**src/rtl/rs_issue_scheduler_pkg.sv**
```systemverilog
// Shared types for the RS issue scheduler: FU class codes, MEM handshake states
// and the per-FU readiness bit layout.
package rs_issue_scheduler_pkg;

    localparam logic [1:0] FU_ALU = 2'd0;
    localparam logic [1:0] FU_MEM = 2'd1;

    typedef enum logic {
        MEM_IDLE = 1'b0,
        MEM_PEND = 1'b1
    } mem_fsm_state_e;

    // Bit order {mem, alu2, alu1}; 1 = unit can accept an op this cycle
    typedef struct packed {
        logic mem;
        logic alu2;
        logic alu1;
    } fu_rdy_t;

endpackage

```
**src/rtl/rs_issue_scheduler_age_picker.sv**
```systemverilog
// Combinational oldest / second-oldest selector over a request mask.
// Smaller age is older; on equal age the lower index wins.
module issue_age_picker #(
    parameter int RS_SIZE  = 16,
    parameter int AGE_W    = 4,
    localparam int IDX_W   = $clog2(RS_SIZE)
) (
    input  logic [RS_SIZE-1:0]       req,
    input  logic [AGE_W*RS_SIZE-1:0] ages,
    output logic                     first_valid,
    output logic [IDX_W-1:0]         first_idx,
    output logic                     second_valid,
    output logic [IDX_W-1:0]         second_idx
);

    logic [AGE_W-1:0] first_age;
    logic [AGE_W-1:0] second_age;

    // Strict '<' while scanning upward keeps the lower index on ties
    always_comb begin
        first_valid = 1'b0;
        first_idx   = '0;
        first_age   = '0;
        for (int i = 0; i < RS_SIZE; i++) begin
            if (req[i] && (!first_valid || ages[i*AGE_W +: AGE_W] < first_age)) begin
                first_valid = 1'b1;
                first_idx   = IDX_W'(i);
                first_age   = ages[i*AGE_W +: AGE_W];
            end
        end
    end

    always_comb begin
        second_valid = 1'b0;
        second_idx   = '0;
        second_age   = '0;
        for (int i = 0; i < RS_SIZE; i++) begin
            if (req[i] && !(first_valid && first_idx == IDX_W'(i)) &&
                (!second_valid || ages[i*AGE_W +: AGE_W] < second_age)) begin
                second_valid = 1'b1;
                second_idx   = IDX_W'(i);
                second_age   = ages[i*AGE_W +: AGE_W];
            end
        end
    end

endmodule

```
**src/rtl/rs_issue_scheduler.sv**
```systemverilog
// Issue scheduler: up to two ALU ops and one MEM op per cycle, oldest first by ROB age.
// Optional perf counters are built only when ISSUE_PERF_CNT_EN is defined.
module rs_issue_scheduler
    import rs_issue_scheduler_pkg::*;
#(
    parameter int RS_SIZE  = 16,
    parameter int ROB_BITS = 4,
    localparam int IDX_W   = $clog2(RS_SIZE)
) (
    input  logic                        clk,
    input  logic                        rst_n,
    input  logic                        flush,
    input  logic [RS_SIZE-1:0]          rs_ready,
    input  logic [2*RS_SIZE-1:0]        rs_fu,
    input  logic [ROB_BITS*RS_SIZE-1:0] rs_rob,
    input  logic [ROB_BITS-1:0]         rob_head,
    input  logic                        mem_ready,
    output logic                        alu1_valid,
    output logic [IDX_W-1:0]            alu1_idx,
    output logic                        alu2_valid,
    output logic [IDX_W-1:0]            alu2_idx,
    output logic                        mem_valid,
    output logic [IDX_W-1:0]            mem_idx,
    output logic [RS_SIZE-1:0]          grant_mask,
    output logic [2:0]                  fu_rdy,
    output logic [31:0]                 perf_alu_issue,
    output logic [31:0]                 perf_mem_stall
);

    logic [RS_SIZE-1:0]          cand;
    logic [RS_SIZE-1:0]          alu_req;
    logic [RS_SIZE-1:0]          mem_req;
    logic [ROB_BITS*RS_SIZE-1:0] ages;
    logic                        alu_first_v, alu_second_v, mem_first_v;
    logic [IDX_W-1:0]            alu_first_idx, alu_second_idx, mem_first_idx;
    logic                        mem_second_v_unused;
    logic [IDX_W-1:0]            mem_second_idx_unused;
    logic                        mem_issue;
    logic [RS_SIZE-1:0]          grant_next;
    mem_fsm_state_e              state, state_next;
    fu_rdy_t                     rdy;

    // Entries granted last edge are still visible on rs_ready; mask them out
    assign cand = rs_ready & ~grant_mask;

    always_comb begin
        alu_req = '0;
        mem_req = '0;
        ages    = '0;
        for (int i = 0; i < RS_SIZE; i++) begin
            alu_req[i] = cand[i] && (rs_fu[2*i +: 2] == FU_ALU);
            mem_req[i] = cand[i] && (rs_fu[2*i +: 2] == FU_MEM);
            ages[i*ROB_BITS +: ROB_BITS] = rs_rob[i*ROB_BITS +: ROB_BITS] - rob_head;
        end
    end

    issue_age_picker #(.RS_SIZE(RS_SIZE), .AGE_W(ROB_BITS)) u_alu_pick (
        .req          (alu_req),
        .ages         (ages),
        .first_valid  (alu_first_v),
        .first_idx    (alu_first_idx),
        .second_valid (alu_second_v),
        .second_idx   (alu_second_idx)
    );

    issue_age_picker #(.RS_SIZE(RS_SIZE), .AGE_W(ROB_BITS)) u_mem_pick (
        .req          (mem_req),
        .ages         (ages),
        .first_valid  (mem_first_v),
        .first_idx    (mem_first_idx),
        .second_valid (mem_second_v_unused),
        .second_idx   (mem_second_idx_unused)
    );

    always_ff @(posedge clk) begin
        if (!rst_n) state <= MEM_IDLE;
        else        state <= state_next;
    end

    always_comb begin
        state_next = state;
        case (state)
            MEM_IDLE: if (mem_first_v) state_next = MEM_PEND;
            MEM_PEND: if (mem_ready)   state_next = MEM_IDLE;
            default:                   state_next = MEM_IDLE;
        endcase
        if (flush) state_next = MEM_IDLE;
    end

    always_comb begin
        mem_issue = (state == MEM_IDLE) && mem_first_v && !flush;
        mem_valid = (state == MEM_PEND);
        rdy.alu1  = 1'b1;
        rdy.alu2  = 1'b1;
        rdy.mem   = (state == MEM_IDLE);
    end

    assign fu_rdy = rdy;

    always_comb begin
        grant_next = '0;
        if (alu_first_v)  grant_next[alu_first_idx]  = 1'b1;
        if (alu_second_v) grant_next[alu_second_idx] = 1'b1;
        if (mem_issue)    grant_next[mem_first_idx]  = 1'b1;
    end

    always_ff @(posedge clk) begin
        if (!rst_n) begin
            alu1_valid <= 1'b0;
            alu1_idx   <= '0;
            alu2_valid <= 1'b0;
            alu2_idx   <= '0;
            mem_idx    <= '0;
            grant_mask <= '0;
        end else if (flush) begin
            alu1_valid <= 1'b0;
            alu2_valid <= 1'b0;
            grant_mask <= '0;
        end else begin
            alu1_valid <= alu_first_v;
            alu2_valid <= alu_second_v;
            if (alu_first_v)  alu1_idx <= alu_first_idx;
            if (alu_second_v) alu2_idx <= alu_second_idx;
            if (mem_issue)    mem_idx  <= mem_first_idx;
            grant_mask <= grant_next;
        end
    end

`ifdef ISSUE_PERF_CNT_EN
    // Free-running counters; only reset clears them, flush does not
    always_ff @(posedge clk) begin
        if (!rst_n) begin
            perf_alu_issue <= '0;
            perf_mem_stall <= '0;
        end else begin
            perf_alu_issue <= perf_alu_issue + 32'(alu1_valid) + 32'(alu2_valid);
            if (mem_valid && !mem_ready) perf_mem_stall <= perf_mem_stall + 32'd1;
        end
    end
`else
    assign perf_alu_issue = '0;
    assign perf_mem_stall = '0;
`endif

endmodule

```
**config.mk**
```make
export PLATFORM = sky130hd
export DESIGN_NAME = rs_issue_scheduler
export DESIGN_NICKNAME = d
export VERILOG_FILES = /design/src/rtl/rs_issue_scheduler_pkg.sv /design/src/rtl/rs_issue_scheduler_age_picker.sv /design/src/rtl/rs_issue_scheduler.sv
export SDC_FILE = /design/constraint.sdc
export NUM_CORES = 1
export LEC_CHECK = 0
export ABC_AREA = 1
export CAP_MARGIN = 20
export CORE_ASPECT_RATIO = 1.4
export CORE_MARGIN = 8
export CORE_UTILIZATION = 49
export DETAILED_ROUTE_END_ITERATION = 8
export GPL_TIMING_DRIVEN = 0
export HOLD_SLACK_MARGIN = 0.08
export PLACE_DENSITY = 0.82
export SLEW_MARGIN = 10
export SYNTH_ARGS = -nofsm -noshare
export SYNTH_HDL_FRONTEND = slang
export SYNTH_SLANG_ARGS = --single-unit
```
**constraint.sdc**
```tcl
create_clock -name clk -period 30.9 [get_ports clk]
set_input_delay 4.635 -clock clk [delete_from_list [all_inputs] [get_ports clk]]
set_output_delay 4.635 -clock clk [all_outputs]
set_load 0.02 [all_outputs]
```
==> results.tsv, run 1 <==
metric	value	unit
final_cell_mix	nand2_1, inv_1, buf_4, clkdlybuf4s50_1, ha_1	
outcome	complete, but fails checks	
drtIter0Drc	1235	
required	31.10	ns
power.leakage	0.008620	uW
vias_per_cell	5.648	
worst_clock_skew	0.005208	ns
cpMostUsedCell	nand2_1	
vias	14060	
die_h	190.1	um
wl_met1	15.00	mm
cts_max_path_buffers	2	
wl_met3	3.177	mm
crit_type	input port to flip-flop	
place_congestion	0.9369	
placed_area	12870	um^2
initial_core_util	0.5000	
worstPathArrival	35.25	ns
final_common_cell	nand2_1	
violations	setup timing	
path_max_fanout	8	
met2_length	21.88	mm
areaGrowthSynthToFinish	51.90	%
syn_area	10600	um^2
synth_area_per_cell	5.842	um^2
grt_pass1_vias	13510	
crit_slowest_cell	fa_2	
tightestPinTransition	1.428	ns
synth_top_area_share	0.1971	
drtAntennaViolNets	0	
start_kind	input port	
worstHoldPathType	flip-flop to flip-flop	
n_antenna_cell	0	
cts_inserted_buffers	5	
peakVddDrop	0.00003291	V
drc	0	
drv_cap	0	
port_buffers	150	
max_slew_margin	0.03896	
final_nets	2533	
crit_family	simple AND/OR/NAND/NOR gates	
clk_latency	0.27	ns
grt_use_total	0.2797	
antenna_found_initial	0	
dr.pass1.iters	6	
cts_sinks	31	
max_freq	0.02853	GHz
cts_tree	yes	
setup.worst_path.end_class	flip-flop	
die_w	140.3	um
synthDistinctLibCells	38	
grt_overflow	0	
fin_crit_sh	1.134	
root_buffer	clkbuf_16	
drv_slew	0	
synth_top_area_cell	ha_1	
drive_above_1_share	0.2848	
rows	63	
synth_seq_cells	31	
rsz0062_at_grt	true	
io_pins	218	
grt_pass1_wl	62.09	mm
yosysSeqAreaShare	0.05853	
path_clk_slew	0.05	ns
setup_viol_count_final	20	
worst-path-buf-inv	52	
final_cell_area	16110	um^2
worst_slack	-4.156	ns
grt_start_max_net_pins	17	
cts.htree.levels	2	
wire_per_inst	17.45	um
highest_layer	met4	
wl	43.45	mm
yosysWarningCount	0	
syn_inst	1815	
post-dp-hpwl	29.14	mm
coreArea	21200	um^2
power_density	68.94	nW/um^2
period_needed	35.06	ns
finish.utilization	0.7595	
hold_viol_final	0	
synth_area_leaders	ha_1, nand2_1, inv_1	
dieArea	26670	um^2
max_stage_delay	0.38	ns
stage by stage:
stage | hold slack (ns) | setup WS (ns) | power [uW] | std cells | TNS [ns]
floorplan | 0.5387 | -1.097 | 548.5 | 1879 | -20.87
global placement | 0.4827 | -5.527 | 689.8 | 2289 | -108.06
detailed placement | 0.4948 | -5.997 | 708.2 | 2289 | -117.95
CTS | 0.5062 | -2.407 | 921.6 | 2447 | -46.71
global route | 0.5364 | -6.263 | 1205 | 2490 | -123.88
finish | 0.5053 | -4.156 | 1110 | 2490 | -81.25
registers in the layout, summed over array words and instances, names as in the netlist:
name,cells
grant_mask,16
alu1_idx,4
alu2_idx,4
mem_idx,4
alu1_valid,1
alu2_valid,1
mem_valid,1
synthesized netlist by cell type (all sizes together):
master,count
xor2,16
nand3b,2
nor4,8
a211oi,2
xnor2,32
a32oi,4
clkinv,5
inv,290
o221ai,1
dlygate4sd1,1
o211ai,20
a21boi,1
o22ai,5
a21oi,88
o21a,7
a21o,4
fa,16
nor2,128
buf,67
conb,2
a22oi,1
nand3,125
nand2,583
clkbuf,9
nand4,3
o21ai,156
a31oi,10
nor3,19
or2,12
dfxtp,31
ha,167
final cells by class:
| cell class | count | area (um^2) |
|---|---|---|
| multi-input combinational | 1477 | 10350 |
| fill | 1522 | 5099 |
| timing repair buffer | 342 | 2983 |
| inverter | 295 | 1121 |
| sequential | 31 | 620.6 |
| buffer | 77 | 558.0 |
| tap | 260 | 325.3 |
| clock buffer | 6 | 138.9 |
| clock inverter | 1 | 5.005 |
| timing repair inverter | 1 | 5.005 |
cell families (layout without fill, tap and decap cells):
| logic type | Yosys count | in the layout | share of synthesized area |
|---|---|---|---|
| xor+xnor | 48 | 48 | 0.03965 |
| fa+ha+maj | 183 | 183 | 0.2273 |
| compound gates | 299 | 299 | 0.1529 |
| simple gates | 880 | 881 | 0.3646 |
| flops | 31 | 31 | 0.05853 |
| other cells | 2 | 66 | 0.0007083 |
| buf+inv | 372 | 722 | 0.1562 |
where the power goes:
part	switching [uW]	internal, uW
Clock	17.0	31.4
Sequential	5.53	47.0
Combinational	587	422
tightest hold or removal path, stage by stage (launching register included):
cell and delay, ns:
dfxtp_1 0.32, nand3_1 0.08, nand2_1 0.05
path summary, 6_finish.rpt:
path / from / to / slack (ns) / depth (start not counted)
worst max register to register: grant_mask[0] / grant_mask[13] / 0.40 / 296
worst max-delay path: rs_rob[0] / grant_mask[13] / -4.16 / 299
worst min register to register: alu2_idx[3] / alu2_idx[3] / 0.51 / 2
worst min-delay path: alu2_idx[3] / alu2_idx[3] / 0.51 / 2
what timing repair did:
action | CTS | global route
setup buffers | 149 | 40
cloned | 2 | 0
endpoints found under the setup margin | 20 | 20
hold buffers | 0 | 0
resized for setup | 206 | 170
endpoints found under the hold margin | 0 | 0
pin swaps | 150 | 135
layer usage:
layer / up-vias / global-route usage
li1: 6575 / -
met1: 6354 / 0.2836
met2: 840 / 0.5342
met3: 294 / 0.03863
met4: 0 / 0.1642
met5: - / 0
Note: power is estimated with default switching activity, not from simulation.
==> run 2: changes to the inputs <==
--- a/config.mk
+++ b/config.mk
@@ -11,7 +11,6 @@
 export CORE_MARGIN = 8
 export CORE_UTILIZATION = 49
 export DETAILED_ROUTE_END_ITERATION = 8
-export GPL_TIMING_DRIVEN = 0
 export HOLD_SLACK_MARGIN = 0.08
 export PLACE_DENSITY = 0.82
 export SLEW_MARGIN = 10
==> constraint.sdc (replaced) <==
create_clock -name clk -period 29.2 [get_ports clk]
set_input_delay 4.38 -clock clk [delete_from_list [all_inputs] [get_ports clk]]
set_output_delay 4.38 -clock clk [all_outputs]
set_load 0.02 [all_outputs]
==> results.tsv, run 2 (synthesis results as in run 1) <==
metric	value	unit	change
outcome	complete, but fails checks		
violations	setup timing		
grt_start_max_net_pins	20		+3
worstPathArrival	33.96	ns	-1.29 ns
hold_viol_final	0		unchanged
final_cell_mix	nand2_1, buf_4, inv_1, ha_1, clkdlybuf4s50_1		
post-dp-hpwl	32.11	mm	+10%
power.leakage	0.009089	uW	+5.4%
path_clk_slew	0.05	ns	about the same
die_h	190.1	um	unchanged
dieArea	26670	um^2	unchanged
final_common_cell	nand2_1		
max_freq	0.02958	GHz	
reg2reg_depth	299		+1.0%
cpMostUsedCell	nand2_1		
r2r_slack	-0.31	ns	-0.71 ns
dr.pass1.iters	7		+1
wire_per_inst	16.77	um	-3.9%
worst_slack	-4.608	ns	-0.4518 ns
drv_slew	0		unchanged
regMostFlops	grant_mask		
cts.htree.levels	2		unchanged
path_max_fanout	8		unchanged
vias	14370		+2.2%
period_needed	33.81	ns	
fin_crit_sh	1.158		
io_pins	218		unchanged
crit_type	input port to flip-flop		
peakVddDrop	0.00003912	V	+19%
areaGrowthSynthToFinish	52.81	%	
worst_clock_skew	0.006466	ns	+0.001258 ns
drtAntennaViolNets	0		unchanged
place_congestion	0.9714		+3.7%
drv_cap	0		unchanged
rows	63		unchanged
drtIter0Drc	1069		-13%
max_slew_margin	0.2770		+0.2380
vias_per_cell	5.539		-1.9%
antenna_found_initial	0		unchanged
grt_pass1_wl	63.38	mm	+2.1%
placed_area	14380	um^2	+12%
setup.worst_path.end_class	flip-flop		
place_ws	-5.010	ns	+0.9869 ns
wl	43.53	mm	+0.18%
cts_inserted_buffers	5		unchanged
worstHoldPathType	flip-flop to flip-flop		
final_nets	2638		+4.1%
crit_slowest_cell	fa_2		
root_buffer	clkbuf_16		
coreArea	21200	um^2	unchanged
startpoint	rob_head[1]		
drive_above_1_share	0.2994		+0.01460
cts_max_path_buffers	2		unchanged
setup_viol_count_final	20		unchanged
grt_use_total	0.2857		+0.005946
largest_reg_flops	16		unchanged
cp-endpoint	grant_mask[6]		
holdWs	0.4973	ns	-0.008018 ns
die_w	140.3	um	unchanged
final_cell_area	16200	um^2	+0.60%
grt_overflow	0		unchanged
power_density	71.61	nW/um^2	+3.9%
tightestPinTransition	1.075	ns	-0.3537 ns
reg2reg_to	grant_mask[6]		
start_kind	input port		
cts_sinks	31		unchanged
n_antenna_cell	0		unchanged
grt_pass1_vias	13740		+1.8%
max_stage_delay	0.46	ns	+0.08 ns
clk_latency	0.28	ns	about the same
cts_tree	yes		
required	29.35	ns	-1.75 ns
r2r-start	grant_mask[0]		
fin_tns_setup	-90.69	ns	-9.438 ns
drc	0		unchanged
port_buffers	151		+0.67%
initial_core_util	0.5000		unchanged
rsz0062_at_grt	true		
power.total	1160	uW	+4.5%
[run 2: worst max-delay path, delay by kind of cell]
kind	cells	cell delay, ns
XOR/XNOR	1	0.17
AND/OR/NAND/NOR	194	14.58
buffers and inverters	41	2.02
AO/OA/AOI/OAI	34	3.28
adder cells (fa/ha/maj)	31	9.45
[run 2: where the power goes]
group	leakage (uW)	internal, uW	switching [uW]
registers	0.000254	49.8	6.02
clock network	0.0000727	33.2	18.3
logic	0.00876	469	584
total	0.00909	552	609
[run 2: worst min path at each step]
stage / end / depth (start not counted) / from
after floorplan: mem_idx[3] / 2 / mem_idx[3]
after global placement: alu2_idx[3] / 2 / alu2_idx[3]
after detailed placement: alu2_idx[3] / 2 / alu2_idx[3]
after CTS: mem_idx[3] / 2 / mem_idx[3]
after global routing: mem_idx[3] / 2 / mem_idx[3]
final: mem_idx[3] / 2 / mem_idx[3]
[run 2: repair_timing]
item	4_1_cts	5_1_grt
pin swaps	100	159
resized for setup	136	121
endpoints found under the setup margin	20	20
cloned	1	0
setup buffers	58	45
hold buffers	0	0
[run 2: per-layer routing]
metal | routed length, um | part of all wire | GRT usage
met5 | 0 | 0 | 0
met4 | 2813 | 0.065 | 0.1776
met3 | 2963 | 0.068 | 0.03286
met2 | 22290 | 0.51 | 0.5537
met1 | 15460 | 0.36 | 0.2835
[run 2: area by class of cell]
type / instances / area (um^2)
Clock inverter: 1 / 5.005
Sequential cell: 31 / 620.6
Timing Repair Buffer: 525 / 4338
Clock buffer: 6 / 138.9
Fill cell: 1481 / 5002
Inverter: 295 / 1114
Multi-Input combinational cell: 1477 / 9661
Tap cell: 260 / 325.3
[run 2: stage by stage]
| stage | cells | util |
|---|---|---|
| final | 2595 | 0.7641 |
| after global routing | 2595 | 0.7641 |
| after CTS | 2551 | 0.7294 |
| after detailed placement | 2485 | 0.6781 |
| after global placement | 2485 | 0.6781 |
| after floorplan | 1879 | - |
==> run 3: changes to the inputs <==
--- a/config.mk
+++ b/config.mk
@@ -13,6 +13,7 @@
 export DETAILED_ROUTE_END_ITERATION = 8
 export HOLD_SLACK_MARGIN = 0.08
 export PLACE_DENSITY = 0.82
+export SKIP_LAST_GASP = 1
 export SLEW_MARGIN = 10
 export SYNTH_ARGS = -nofsm -noshare
 export SYNTH_HDL_FRONTEND = slang
==> results.tsv, run 3 (synthesis results as in run 1) <==
metric	value	unit	change
reg2reg_to	grant_mask[1]		
die_h	190.1	um	unchanged
period_needed	33.68	ns	-0.1254 ns
worst_clock_skew	0.008250	ns	+0.001783 ns
grt_pass1_wl	63.02	mm	-0.58%
dieArea	26670	um^2	unchanged
cts_sinks	31		unchanged
start_kind	input port		
highest_layer	met4		
grt_overflow	0		unchanged
peakVddDrop	0.00003909	V	about the same
die_w	140.3	um	unchanged
drive_above_1_share	0.2983		-0.001029
final_nets	2636		-0.076%
wl_met1	15.47	mm	about the same
root_buffer	clkbuf_16		
violations	setup timing		
vias_per_cell	5.603		+1.2%
port_buffers	151		unchanged
post-dp-hpwl	32.11	mm	unchanged
grt_start_max_net_pins	20		unchanged
path_max_fanout	8		unchanged
crit_family	simple AND/OR/NAND/NOR gates		
wire_per_inst	16.91	um	+0.83%
drtAntennaViolNets	0		unchanged
drv_slew	0		unchanged
n_antenna_cell	0		unchanged
crit_slowest_cell	ha_1		
wl	43.86	mm	+0.76%
vias	14530		+1.1%
cpMostUsedCell	nand2_1		
startpoint	rob_head[2]		
path_clk_slew	0.05	ns	about the same
placed_area	14380	um^2	unchanged
drc	0		unchanged
drv_cap	0		unchanged
antenna_found_initial	0		unchanged
setup_viol_count_final	20		unchanged
grt_pass1_vias	13710		-0.28%
finish.utilization	0.7664		+0.002301
cp-endpoint	grant_mask[1]		
final_cell_mix	nand2_1, buf_4, inv_1, ha_1, clkdlybuf4s50_1		
rows	63		unchanged
hold_viol_final	0		unchanged
worstHoldPathType	flip-flop to flip-flop		
power.leakage	0.009097	uW	about the same
power.total	1171	uW	+0.95%
largest_reg_flops	16		unchanged
regMostFlops	grant_mask		
final_cell_area	16250	um^2	+0.30%
cts_inserted_buffers	5		unchanged
grt_use_total	0.2837		-0.001953
r2r-start	grant_mask[0]		
initial_core_util	0.5000		unchanged
cp.depth	310		+3.0%
r2r_slack	-0.17	ns	+0.14 ns
reg2reg_depth	306		+2.3%
outcome	complete, but fails checks		
cts.htree.levels	2		unchanged
worstPathArrival	33.83	ns	-0.13 ns
wl_met3	3.121	mm	+5.3%
coreArea	21200	um^2	unchanged
fin_tns_setup	-88.15	ns	+2.539 ns
final_common_cell	nand2_1		
rsz0062_at_grt	true		
clk_latency	0.28	ns	about the same
crit_type	input port to flip-flop		
power_density	72.08	nW/um^2	+0.65%
worst_slack	-4.482	ns	+0.1254 ns
cts_hold_buffers	0		unchanged
fin_crit_sh	1.154		-0.004295
cts_max_path_buffers	2		unchanged
setup.worst_path.end_class	flip-flop		
max_slew_margin	0.2799		+0.002946
drtIter0Drc	1208		+13%
cts_tree	yes		
dr.pass1.iters	6		-1
tightestPinTransition	1.072	ns	-0.002757 ns
hp-start	mem_idx[3]		
met2_length	22.23	mm	-0.25%
max_freq	0.02969	GHz	+0.37%
required	29.35	ns	about the same
worst-path-buf-inv	43		+4.9%
io_pins	218		unchanged
max_stage_delay	0.33	ns	-0.13 ns
place_congestion	0.9714		unchanged
areaGrowthSynthToFinish	53.27	%	
-- run 3: metrics by stage --
| step | hold WS [ns] | worst slack (ns) | std cells |
|---|---|---|---|
| 4_1_cts | 0.5007 | -3.582 | 2551 |
| 3_5_place_dp | 0.4813 | -5.010 | 2485 |
| 6_report | 0.5037 | -4.482 | 2593 |
| 3_3_place_gp | 0.4608 | -4.106 | 2485 |
| 2_1_floorplan | 0.5387 | -2.542 | 1879 |
| 5_1_grt | 0.5405 | -6.813 | 2593 |
-- run 3: report_power, final --
group	switching, uW	internal (uW)	leakage, uW
clock network	18.5	33.2	0.0000727
logic	592	472	0.00877
registers	6.06	49.8	0.000254
total	616	555	0.00910
-- run 3: layout make-up --
| cell class | instances | area [um^2] |
|---|---|---|
| multi-input cells | 1477 | 9709 |
| fillers | 1448 | 4954 |
| repair buffers | 523 | 4338 |
| inverters | 295 | 1114 |
| flip-flops and latches | 31 | 620.6 |
| well taps | 260 | 325.3 |
| clock buffers | 6 | 138.9 |
| clock inverters | 1 | 5.005 |
-- run 3: layer usage --
| layer | track usage | up-vias |
|---|---|---|
| met5 | 0 | - |
| met4 | 0.1772 | 0 |
| met3 | 0.03110 | 297 |
| met2 | 0.5485 | 844 |
| met1 | 0.2834 | 6611 |
| li1 | - | 6777 |
-- run 3: what timing repair did --
action / 4_1_cts / 5_1_grt
setup endpoints to repair: 20 / 20
resized for setup: 133 / 128
pin swaps: 99 / 168
buffers inserted: 58 / 43
gates cloned: 1 / 0
-- run 3: worst min-delay path by stage --
stage / endpoint / slack, ns / depth (start not counted)
after floorplan: mem_idx[3] / 0.54 / 2
after global placement: alu2_idx[3] / 0.46 / 2
after detailed placement: alu2_idx[3] / 0.48 / 2
after CTS: mem_idx[3] / 0.50 / 2
after global routing: mem_idx[2] / 0.54 / 2
final: mem_idx[3] / 0.50 / 2
-- run 3: worst min-delay path, cell delays in order (launching register included) --
cell and delay [ns]:
dfxtp_1 0.33, nand2_1 0.07, a21oi_1 0.06
